### src/rtl/lab2_mux_share_arbiter_if.sv
// Shared-channel bundle between the two requesters, the arbiter and the consumer.
// Handshake: a requester holds req high for its whole burst and presents one beat
// of data (plus its last marker) every cycle; a beat is taken on each rising edge
// where req and the matching grant are both high. There is no backpressure: the
// consumer must accept m whenever the one-cycle m_valid strobe is high.
interface lab2_mux_share_arbiter_if #(
  parameter int WIDTH = 2
);
  logic             req_x;
  logic [WIDTH-1:0] x;
  logic             last_x;
  logic             req_y;
  logic [WIDTH-1:0] y;
  logic             last_y;
  logic             gnt_x;
  logic             gnt_y;
  logic             s;
  logic [WIDTH-1:0] m;
  logic             m_valid;
  logic [1:0]       state_dbg;

  // Requester/consumer side.
  modport master (
    output req_x, x, last_x, req_y, y, last_y,
    input  gnt_x, gnt_y, s, m, m_valid, state_dbg
  );

  // Arbiter side.
  modport slave (
    input  req_x, x, last_x, req_y, y, last_y,
    output gnt_x, gnt_y, s, m, m_valid, state_dbg
  );
endinterface

### src/rtl/lab2_mux_share_arbiter.sv
// Round-robin arbiter sharing one registered 2-to-1 mux channel between
// requesters X and Y, with burst support and forced hand-over after MAX_HOLD
// beats while the other side is waiting.
module lab2_mux_share_arbiter #(
  parameter int WIDTH    = 2,
  parameter int MAX_HOLD = 4
) (
  input logic                        clk,
  input logic                        reset,
  lab2_mux_share_arbiter_if.slave    bus
);

  typedef enum logic [1:0] {
    IDLE = 2'd0,
    GX   = 2'd1,
    GY   = 2'd2
  } state_t;

  // Counter saturates here; a beat at this count hands over under contention.
  localparam logic [3:0] CNT_MAX = 4'(MAX_HOLD - 1);

  state_t           state;
  logic [3:0]       cnt;
  logic             last_y_served;  // 1: Y was served last, so X wins a tie
  logic             s_r;
  logic [WIDTH-1:0] m_r;
  logic             m_valid_r;

  // Grant FSM, beat counter, select and registered channel data.
  always_ff @(posedge clk) begin
    if (reset) begin
      state         <= IDLE;
      cnt           <= 4'd0;
      last_y_served <= 1'b1;
      s_r           <= 1'b0;
      m_r           <= '0;
      m_valid_r     <= 1'b0;
    end else begin
      m_valid_r <= 1'b0;
      unique case (state)
        IDLE: begin
          if (bus.req_x && (!bus.req_y || last_y_served)) begin
            state <= GX;
            s_r   <= 1'b0;
          end else if (bus.req_y) begin
            state <= GY;
            s_r   <= 1'b1;
          end
        end
        GX: begin
          if (bus.req_x) begin
            m_r       <= bus.x;
            m_valid_r <= 1'b1;
          end
          // last_x only matters on a beat, which is implied by req_x here.
          if (!bus.req_x || bus.last_x || (cnt == CNT_MAX && bus.req_y)) begin
            last_y_served <= 1'b0;
            cnt           <= 4'd0;
            if (bus.req_y) begin
              state <= GY;
              s_r   <= 1'b1;
            end else begin
              state <= IDLE;
            end
          end else if (cnt != CNT_MAX) begin
            cnt <= cnt + 4'd1;
          end
        end
        GY: begin
          if (bus.req_y) begin
            m_r       <= bus.y;
            m_valid_r <= 1'b1;
          end
          if (!bus.req_y || bus.last_y || (cnt == CNT_MAX && bus.req_x)) begin
            last_y_served <= 1'b1;
            cnt           <= 4'd0;
            if (bus.req_x) begin
              state <= GX;
              s_r   <= 1'b0;
            end else begin
              state <= IDLE;
            end
          end else if (cnt != CNT_MAX) begin
            cnt <= cnt + 4'd1;
          end
        end
        default: state <= IDLE;
      endcase
    end
  end

  // Grants decode straight from the state register, so they can never overlap.
  assign bus.gnt_x     = (state == GX);
  assign bus.gnt_y     = (state == GY);
  assign bus.s         = s_r;
  assign bus.m         = m_r;
  assign bus.m_valid   = m_valid_r;
  assign bus.state_dbg = state;

endmodule

### src/flat_wrapper.sv
// flat-port wrapper written by rule: the top's interface ports become plain ports
module lab2_mux_share_arbiter_flat 
#(
  parameter int WIDTH    = 2,
  parameter int MAX_HOLD = 4
)
  (clk, reset, bus_req_x, bus_x, bus_last_x, bus_req_y, bus_y, bus_last_y, bus_gnt_x, bus_gnt_y, bus_s, bus_m, bus_m_valid, bus_state_dbg);
  lab2_mux_share_arbiter_if #(.WIDTH(WIDTH)) bus_i ();
  input logic clk;
  input logic reset;
  input wire logic [$bits(bus_i.req_x)-1:0] bus_req_x;
  input wire logic [$bits(bus_i.x)-1:0] bus_x;
  input wire logic [$bits(bus_i.last_x)-1:0] bus_last_x;
  input wire logic [$bits(bus_i.req_y)-1:0] bus_req_y;
  input wire logic [$bits(bus_i.y)-1:0] bus_y;
  input wire logic [$bits(bus_i.last_y)-1:0] bus_last_y;
  output wire logic [$bits(bus_i.gnt_x)-1:0] bus_gnt_x;
  output wire logic [$bits(bus_i.gnt_y)-1:0] bus_gnt_y;
  output wire logic [$bits(bus_i.s)-1:0] bus_s;
  output wire logic [$bits(bus_i.m)-1:0] bus_m;
  output wire logic [$bits(bus_i.m_valid)-1:0] bus_m_valid;
  output wire logic [$bits(bus_i.state_dbg)-1:0] bus_state_dbg;
  assign bus_i.req_x = bus_req_x;
  assign bus_i.x = bus_x;
  assign bus_i.last_x = bus_last_x;
  assign bus_i.req_y = bus_req_y;
  assign bus_i.y = bus_y;
  assign bus_i.last_y = bus_last_y;
  assign bus_gnt_x = bus_i.gnt_x;
  assign bus_gnt_y = bus_i.gnt_y;
  assign bus_s = bus_i.s;
  assign bus_m = bus_i.m;
  assign bus_m_valid = bus_i.m_valid;
  assign bus_state_dbg = bus_i.state_dbg;
  lab2_mux_share_arbiter #(.WIDTH(WIDTH), .MAX_HOLD(MAX_HOLD)) u_core (.clk(clk), .reset(reset), .bus(bus_i));
endmodule
### config.mk
export PLATFORM = sky130hd
export DESIGN_NAME = lab2_mux_share_arbiter_flat
export DESIGN_NICKNAME = d
export VERILOG_FILES = /design/src/rtl/lab2_mux_share_arbiter_if.sv /design/src/rtl/lab2_mux_share_arbiter.sv /design/src/flat_wrapper.sv
export SDC_FILE = /design/constraint.sdc
export NUM_CORES = 1
export LEC_CHECK = 0
export BUFFER_PORTS_ARGS = -buffer_cell sky130_fd_sc_hd__buf_2
export CAP_MARGIN = 20
export CORE_UTILIZATION = 46
export DETAILED_ROUTE_END_ITERATION = 10
export PLACE_DENSITY = 0.71
export SLEW_MARGIN = 20
export SYNTH_ARGS = -nofsm -noshare
export SYNTH_HDL_FRONTEND = slang
export SYNTH_SLANG_ARGS = --single-unit
### constraint.sdc
create_clock -name clk -period 1.9 [get_ports clk]
set_input_delay 0.38 -clock clk [delete_from_list [all_inputs] [get_ports clk]]
set_output_delay 0.38 -clock clk [all_outputs]
set_load 0.01 [all_outputs]
; ---- Word-level counts from Yosys, hierarchy flattened
; Index checks and enable logic that the tools add are counted.
[totals]
register_bits = 11
input_bits = 10
wordCells = 60
[op_classes]
n_addsub = 1
eq_ne = 10
muxes = 26
n_reduce_logical = 17
[op_table]
columns = operator, count
row1 = $mux W2, 7
row2 = $mux W4, 3
row3 = $mux W1, 10
row4 = $reduce_and A3 Y1, 3
row5 = $pmux W4 S2, 1
row6 = $ne A2 B2 Y1 const B, 3
row7 = $pmux W2 S3, 1
row8 = $logic_or A1 B1 Y1, 5
row9 = $add A4 B1 Y4 const B, 1
row10 = $eq A4 B2 Y1 const B, 1
row11 = $ne A2 B1 Y1 const B, 2
row12 = $ne A4 B2 Y1 const B, 1
row13 = $pmux W1 S2, 2
row14 = $pmux W2 S2, 1
row15 = $reduce_and A4 Y1, 1
row16 = $logic_and A1 B1 Y1, 3
row17 = $ne A3 B2 Y1 const B, 1
row18 = $pmux W1 S3, 1
row19 = $reduce_bool A3 Y1, 1
row20 = $eq A2 B1 Y1 const B, 1
row21 = $eq A2 B2 Y1 const B, 1
row22 = $logic_not A1 Y1, 2
row23 = $logic_not A2 Y1, 1
row24 = $reduce_bool A2 Y1, 1

; ---- Longest topological paths before layout
; Gate-level depths: netlist of the first run.
[depth]
ltp_word = 5
ltp_mapped = 7
depth_no_buf = 6

; ---- Worst setup path after synthesis of the first run
; No wires, ideal clock.
[synth_timing]
path_type = register to register
startpoint = register u_core.state[0], in the netlist u_core.bus.state_dbg[0]
endpoint = register u_core.state[0], in the netlist u_core.bus.state_dbg[0]
setup_ps = 70
arrival_ps = 1816
required_ps = 1830
setup_slack_ps = 14
stages_incl_launch_ff = 8
n_path_buf = 1
path_cell_list = dfxtp_1 -> inv_1 -> ha_1 -> clkbuf_1 -> nand3b_1 -> o22ai_2 -> or4_1 -> a21oi_1
[synth_between]
elab_chain_len = 3
[synth_lines]
columns = item, line_no
row1 = "start, declared", lab2_mux_share_arbiter.sv:22  ; state_t state;
row2 = "start signal, assigned", lab2_mux_share_arbiter.sv:32  ; state <= IDLE;
row3 = "start signal, assigned", lab2_mux_share_arbiter.sv:43  ; state <= GX;
row4 = "start signal, assigned", lab2_mux_share_arbiter.sv:46  ; state <= GY;
row5 = $eq A2 B2 Y1 (*), n/a
row6 = named net bus_gnt_y, flat_wrapper.sv:18  ; output wire logic [$bits(bus_i.gnt_y)-1:0] bus_gnt_y;
row7 = $ne A2 B1 Y1 (no source line), n/a
row8 = $reduce_and A3 Y1 (no source line), n/a
; Mark *: on every way through the listed nets, which the timed path passes. The rest lies on a longest branch.
; A chain may end at the register's enable or synchronous reset.

; ---- Worst setup path in the final report of the first run
[layout_timing]
startpoint = register u_core.cnt[0]
endpoint = register u_core.state[0], in the netlist u_core.bus.state_dbg[0]
[layout_between]
elab_chain_len = 5
[layout_lines]
columns = item, line_no
row1 = "start, declared", lab2_mux_share_arbiter.sv:23  ; logic [3:0] cnt;
row2 = "start signal, assigned", lab2_mux_share_arbiter.sv:66  ; cnt <= cnt + 4'd1;
row3 = "start signal, assigned", lab2_mux_share_arbiter.sv:84  ; cnt <= cnt + 4'd1;
row4 = $eq A4 B2 Y1 (*), "lab2_mux_share_arbiter.sv:56, lab2_mux_share_arbiter.sv:74"
row5 = $logic_and A1 B1 Y1 (on tied branches), "lab2_mux_share_arbiter.sv:74, lab2_mux_share_arbiter.sv:56"
row6 = $logic_or A1 B1 Y1 (on tied branches), "lab2_mux_share_arbiter.sv:74, lab2_mux_share_arbiter.sv:56"
row7 = $ne A2 B1 Y1 (no source line), n/a
row8 = $reduce_and A3 Y1 (no source line) (*), n/a
row9 = "end signal, assigned", lab2_mux_share_arbiter.sv:78  ; state <= GX;
row10 = "end signal, assigned", lab2_mux_share_arbiter.sv:81  ; state <= IDLE;
row11 = "end signal, assigned", lab2_mux_share_arbiter.sv:87  ; default: state <= IDLE;
; Mark *: on every way between the ends. The rest lies on a longest branch, timed or not.

==> key figures, run 1 <==
Run status
  • Status: completed

Global route
  • Initial antenna violation count: 0
  • First-pass GRT wire length: 2860 um
  • Largest net degree at the start of global routing: 13
  • Number of global-route vias before repair: 629
  • Grt ovf: 0
  • Global Route Usage Sum: 20.8%

Pwr
  • Leakage: 0.399 nW
  • Total power: 0.611 mW
  • Power Density: 704 mW/mm^2
  • VDD IR-drop max: 433 uV

CTS
  • CTS resizes: 0
  • Number of CTS-inserted buffers: 3
  • Number of setup buffers added after CTS: 0
  • CTS tree: built
  • Htree depth: 1
  • Worst-case clock buffer depth: 2
  • Clk sinks: 11
  • Worst-path clk slew: 80 ps
  • Latest clock arrival within the worst-skew pair: 270 ps
  • CTS root buf: clkbuf_4
  • Hold_buf cts: 0

Yosys
  • Yosys warnings: 0
  • Number of synthesized register bits: 11
  • Sequential area share after synthesis: 30.6%
  • Avg Cell Area, Syn: 8.67 um^2
  • Net Count, Synth: 99
  • Post-synth top area share: 30.6%
  • Synth area leader: dfxtp_1
  • Syn Inst Count: 83
  • Number of flops mapped to enable cells by yosys: 0
  • Synth top area cells: dfxtp_1, ha_1, a21oi_1, mux2i_1, nand2_1
  • Async SR Flop Fraction: 0%
  • Main synth FF type: dfxtp_1
  • Netlist cell types: 33
  • Mapped cell area: 719 um^2

Floorplanning
  • FP Rows: 13
  • Die extent in x: 41.5 um
  • Die Ht: 41.5 um
  • Die Area: 0.00173 mm^2
  • I/O pins: 18
  • Starting Density: 52.0%
  • Core area: 0.00138 mm^2

Min path
  • Worst hold path depth: 2
  • Worst min path class: in2reg
  • Hold_sp: reset
  • Hold EP: u_core.cnt[2]

Route
  • First-pass iteration count of the detailed router: 4
  • WL final: 1680 um
  • Via Count: 720
  • Drt wl/cell: 14.1 um
  • Antenna Violating Nets Remaining: 0
  • Via density: 6.05
  • Detailed Route Iter0 Violations: 25
  • DRC violation count after routing: 0

Setup path
  • Critical path class: reg2reg
  • R2R setup slack: 110 ps
  • R2R Path Start: u_core.cnt[0]
  • Reg2Reg Depth: 5
  • Critical Path AT: 1990 ps
  • Worst R2R End: u_core.bus.state_dbg[0]
  • CP startpoint kind: flop
  • Peak fanout along the critical path: 6
  • CP endpoint kind: flop
  • WP data required: 2100 ps

Timing
  • Actual slew at the worst max-slew pin: 254 ps
  • Tcrit/Tclk final: 94.2%
  • RSZ-0062 raised after global routing: false
  • Final Skew: 2.76 ps
  • Final setup violating endpoints: 0
  • Final Hold Fails: 0
  • Setup TNS: 0 ps
  • Fin crit period: 1790 ps
  • Slew Viols, Final: 0
  • Fmax: 559 MHz
  • Relative slew slack: 83.0%

Job
  • Max Cap Violations: 0

Final layout
  • Syn-to-layout area delta: 20.7%
  • Layout Nets: 121
  • Antenna diodes: 0
  • Commonest non-fill, non-tap cells in the layout: buf_2, dfxtp_1, nand2_1
  • Commonest non-fill, non-tap cell in the layout: buf_2
  • Design area: 868 um^2
  • Layout cells sized above 1: 28.8%

Place
  • Port bufs: 17
  • Area after DPL: 831 um^2
  • Detailed placement HPWL: 1290 um
  • Final GP Congestion: 0.865
==> metrics by stage <==
step                      hold WS, ps  util [%]  worst slack, ps  instances
after floorplan                   472         -             13.8         83
after CTS                         437      62.1              103        119
final                             433      62.8              111        119
after global placement            477      60.1              157        115
after global routing              440      62.8             3.61        119
after detailed placement          490      60.1              116        115
==> sequential cells by signal, summed over array words and instances, names as in the netlist <==
name / cells
u_core.cnt: 4
u_core.bus.m_valid: 1
u_core.bus.s: 1
u_core.last_y_served: 1
u_core.bus.m: 2
u_core.bus.state_dbg: 2
==> worst max-delay path: stages (launching register included) <==
cell and delay, ps:
dfxtp_1 400, ha_1 260, and4bb_2 330, o22ai_2 120, or4_1 470, a21oi_1 150
==> report_power, final <==
| part | leakage, nW | total (mW) | internal, mW | switching (mW) |
|---|---|---|---|---|
| combinational | 0.291 | 0.180 | 0.0814 | 0.0989 |
| clock | 0.0177 | 0.165 | 0.0780 | 0.0867 |
| sequential | 0.0904 | 0.266 | 0.250 | 0.0163 |
| total | 0.399 | 0.611 | 0.409 | 0.202 |
==> worst max path at each step <==
stage | startpoint | endpoint | slack [ps] | cells after the start
after floorplan | u_core.bus.state_dbg[0] | u_core.bus.state_dbg[0] | 10 | 7
after global placement | u_core.bus.state_dbg[0] | u_core.cnt[0] | 160 | 6
after detailed placement | u_core.bus.state_dbg[0] | u_core.cnt[1] | 120 | 6
after CTS | u_core.bus.state_dbg[0] | u_core.cnt[0] | 100 | 6
after global routing | u_core.cnt[0] | u_core.bus.state_dbg[0] | 4 | 5
final | u_core.cnt[0] | u_core.bus.state_dbg[0] | 110 | 5
==> layer usage <==
metal / vias up / wire length [um] / global-route usage (%) / part of all wire (%)
li1: 350 / - / - / -
met1: 352 / 776 / 29.1 / 46
met2: 14 / 817 / 32.5 / 49
met3: 4 / 61 / 2.61 / 3.6
met4: 0 / 23 / 7.74 / 1.4
met5: - / 0 / 0 / 0
==> cell type report <==
type	instances	area (um^2)
fill	133	514
multi-input combinational	64	477
sequential	11	223
timing repair buffer	19	100
clock buffer	3	22.5
inverter	6	22.5
tap	15	18.8
clock inverter	1	5.00
==> synthesized netlist by cell type, types with 3 or more instances <==
| cell type | number |
|---|---|
| dfxtp_1 | 11 |
| nand2_1 | 7 |
| a21oi_1 | 6 |
| ha_1 | 6 |
| inv_1 | 6 |
| nand3_1 | 5 |
| nor2_1 | 5 |
| a31oi_1 | 3 |
| mux2i_1 | 3 |
==> kinds of logic after synthesis <==
family / synth area share [%]
adder cells (fa/ha/maj): 10.4
AND/OR/NAND/NOR: 26.3
buffers and inverters: 4.17
flip-flops: 30.6
multiplexers: 7.30
AO/OA/AOI/OAI: 21.2
Power figures use the tool's default switching activity.
==> inputs of run 2 (changes only) <==
--- a/config.mk
+++ b/config.mk
@@ -5,6 +5,7 @@
 export SDC_FILE = /design/constraint.sdc
 export NUM_CORES = 1
 export LEC_CHECK = 0
+export ABC_AREA = 1
 export BUFFER_PORTS_ARGS = -buffer_cell sky130_fd_sc_hd__buf_2
 export CAP_MARGIN = 20
 export CORE_UTILIZATION = 46
==> key figures, run 2 <==
CTS
  • Worst-case clock buffer depth: 2 (unchanged)
  • Number of CTS-inserted buffers: 3 (unchanged)
  • CTS root buf: clkbuf_4 (unchanged)
  • CTS tree: built (unchanged)
  • CTS resizes: 0 (unchanged)
  • Hold_buf cts: 0 (unchanged)
  • Latest clock arrival within the worst-skew pair: 270 ps (about the same)
  • Worst-path clk slew: 80 ps (about the same)
  • Htree depth: 1 (unchanged)
  • Number of setup buffers added after CTS: 0 (unchanged)
  • Clk sinks: 11 (unchanged)

Timing
  • Final setup violating endpoints: 0 (unchanged)
  • Slew Viols, Final: 0 (unchanged)
  • Final Skew: 14.1 ps (was 2.76 ps)
  • Tcrit/Tclk final: 87.5% (was 94.2%)
  • Fmax: 601 MHz (was 559 MHz)
  • Actual slew at the worst max-slew pin: 316 ps (was 254 ps)
  • RSZ-0062 raised after global routing: false (unchanged)
  • Setup TNS: 0 ps (unchanged)
  • Fin crit period: 1660 ps (was 1790 ps)
  • Fin Hold WS: 320 ps (was 433 ps)
  • Final Hold Fails: 0 (unchanged)
  • Relative slew slack: 78.9% (was 83.0%)

Setup path
  • Worst R2R End: u_core.bus.m[0] (was u_core.bus.state_dbg[0])
  • R2R setup slack: 340 ps (was 110 ps)
  • Worst Setup SP: u_core.bus.state_dbg[0] (was u_core.cnt[0])
  • Peak fanout along the critical path: 8 (was 6)
  • Reg2Reg Depth: 7 (was 5)
  • R2R Path Start: u_core.bus.state_dbg[1] (was u_core.cnt[0])
  • Critical path endpoint: bus_gnt_y (was u_core.bus.state_dbg[0])
  • WP data required: 1520 ps (was 2100 ps)
  • Critical path class: reg2out (was reg2reg)
  • Critical Path AT: 1280 ps (was 1990 ps)
  • CP startpoint kind: flop (unchanged)
  • CP endpoint kind: output port (was flop)

Yosys
  • Main synth FF type: dfxtp_1 (unchanged)
  • Post-synth top area share: 31.2% (was 30.6%)
  • Synth area leader: dfxtp_1 (unchanged)
  • Net Count, Synth: 118 (was 99)
  • Mapped cell area: 707 um^2 (was 719 um^2)
  • Netlist cell types: 18 (was 33)
  • Synth top area cells: dfxtp_1, nand2_1, ha_1, inv_1, nand3_1 (was dfxtp_1, ha_1, a21oi_1, mux2i_1, nand2_1)
  • Number of synthesized register bits: 11 (unchanged)
  • Sequential area share after synthesis: 31.2% (was 30.6%)
  • Syn Inst Count: 102 (was 83)
  • Yosys warnings: 0 (unchanged)
  • Count leader, synth: nand2_1 (was dfxtp_1)
  • Async SR Flop Fraction: 0% (unchanged)
  • Avg Cell Area, Syn: 6.93 um^2 (was 8.67 um^2)
  • Synth cell count leaders: nand2_1, inv_1, dfxtp_1, nand3_1 (was dfxtp_1, nand2_1, a21oi_1, ha_1, inv_1)
  • Number of flops mapped to enable cells by yosys: 0 (unchanged)

Pwr
  • Sw frac: 42.4% (was 33.0%)
  • Logic gate share of total power: 49.3% (was 29.5%)
  • Leakage: 0.449 nW (was 0.399 nW)
  • Clock Power Share: 16.3% (was 27.0%)
  • Seq pwr share: 34.4% (was 43.6%)
  • Int Pwr: 0.576 mW (was 0.409 mW)
  • Power Density: 1190 mW/mm^2 (was 704 mW/mm^2)
  • VDD IR-drop max: 561 uV (was 433 uV)
  • Psw: 0.424 mW (was 0.202 mW)

Place
  • Final GP Congestion: 0.746 (was 0.865)
  • Placed insts: 134 (was 115)
  • Port bufs: 17 (unchanged)
  • Area after DPL: 811 um^2 (was 831 um^2)
  • Detailed placement HPWL: 1100 um (was 1290 um)

Route
  • Antenna Violating Nets Remaining: 0 (unchanged)
  • Via density: 4.96 (was 6.05)
  • First-pass iteration count of the detailed router: 4 (unchanged)
  • DRC violation count after routing: 0 (unchanged)
  • WL final: 1410 um (was 1680 um)
  • Detailed Route Iter0 Violations: 9 (was 25)
  • Drt wl/cell: 10.2 um (was 14.1 um)
  • Via Count: 685 (was 720)

Min path
  • Worst min path class: in2reg (unchanged)

Final layout
  • Design area: 837 um^2 (was 868 um^2)
  • Biggest register: u_core.cnt (unchanged)
  • Syn-to-layout area delta: 18.4% (was 20.7%)
  • Commonest non-fill, non-tap cell in the layout: nand2_1 (was buf_2)
  • Layout cells sized above 1: 22.8% (was 28.8%)
  • Max FFs per register: 4 (unchanged)
  • Antenna diodes: 0 (unchanged)
  • Layout Cells excl Fill: 138 (was 119)
  • Layout Nets: 140 (was 121)
  • Commonest non-fill, non-tap cells in the layout: nand2_1, buf_2, inv_1 (was buf_2, dfxtp_1, nand2_1)
  • Layout Utilization: 61.3% (was 62.8%)

Job
  • Max Cap Violations: 0 (unchanged)

Floorplanning
  • Starting Density: 51.7% (was 52.0%)
  • Die Area: 0.00170 mm^2 (was 0.00173 mm^2)
  • Die Ht: 41.2 um (was 41.5 um)
  • Core area: 0.00137 mm^2 (was 0.00138 mm^2)
  • I/O pins: 18 (unchanged)
  • FP Rows: 13 (unchanged)
  • Die extent in x: 41.2 um (was 41.5 um)

Global route
  • Number of global-route vias before repair: 517 (was 629)
  • Largest net degree at the start of global routing: 9 (was 13)
  • Grt ovf: 0 (unchanged)
  • Initial antenna violation count: 0 (unchanged)
  • First-pass GRT wire length: 2040 um (was 2860 um)
  • Global Route Usage Sum: 18.3% (was 20.8%)

Run status
  • Status: completed (unchanged)
==> run 2: worst min path at each step <==
stage,start,endpoint,slack (ps),cells after the start
global route,reset,u_core.cnt[2],310,2
CTS,reset,u_core.cnt[2],320,2
detailed placement,u_core.bus.m[0],u_core.bus.m[0],430,2
finish,reset,u_core.cnt[2],320,2
floorplan,u_core.last_y_served,u_core.last_y_served,430,2
global placement,u_core.bus.m[1],u_core.bus.m[1],430,2
==> run 2: cells by family (layout without fill, tap and decap cells) <==
kind of cell / after synthesis / count (layout) / synth area share, %
flip-flops: 11 / 11 / 31.2
buffers and inverters: 16 / 37 / 8.50
XOR/XNOR: 3 / 3 / 3.72
AND/OR/NAND/NOR: 51 / 51 / 34.2
AO/OA/AOI/OAI: 15 / 15 / 11.9
adder cells (fa/ha/maj): 6 / 6 / 10.6
==> run 2: layout make-up <==
type	count	area (um^2)
fillers	148	529
flip-flops and latches	11	220
repair buffers	17	85.1
clock buffers	4	26.3
well taps	15	18.8
multi-input cells	75	427
inverters	16	60.1
==> run 2: worst max-delay path, cell delays in order, from the launching register on <==
cell and delay (ps):
dfxtp_1 350, inv_1 110, ha_1 350, buf_2 200
==> run 2: power groups by stage <==
stage	Sequential [mW]	Clock (mW)	Combinational (mW)
2_1_floorplan	0.366	0	0.348
3_3_place_gp	0.348	0	0.489
3_5_place_dp	0.351	0	0.495
4_1_cts	0.345	0.167	0.496
5_1_grt	0.355	0.181	0.572
6_report	0.344	0.163	0.493
==> run 2: layer usage <==
metal | GRT usage [%] | wire [um]
met5 | 0 | 0
met3 | 6.52 | 80
met2 | 29.7 | 586
met1 | 24.5 | 744
met4 | 0 | 0
==> run 2: through the flow <==
step | setup WS [ps] | total power, mW
after floorplan | 429 | 0.714
after global placement | 400 | 0.837
after detailed placement | 358 | 0.846
after CTS | 248 | 1.01
after global routing | 185 | 1.11
final | 237 | 1.00
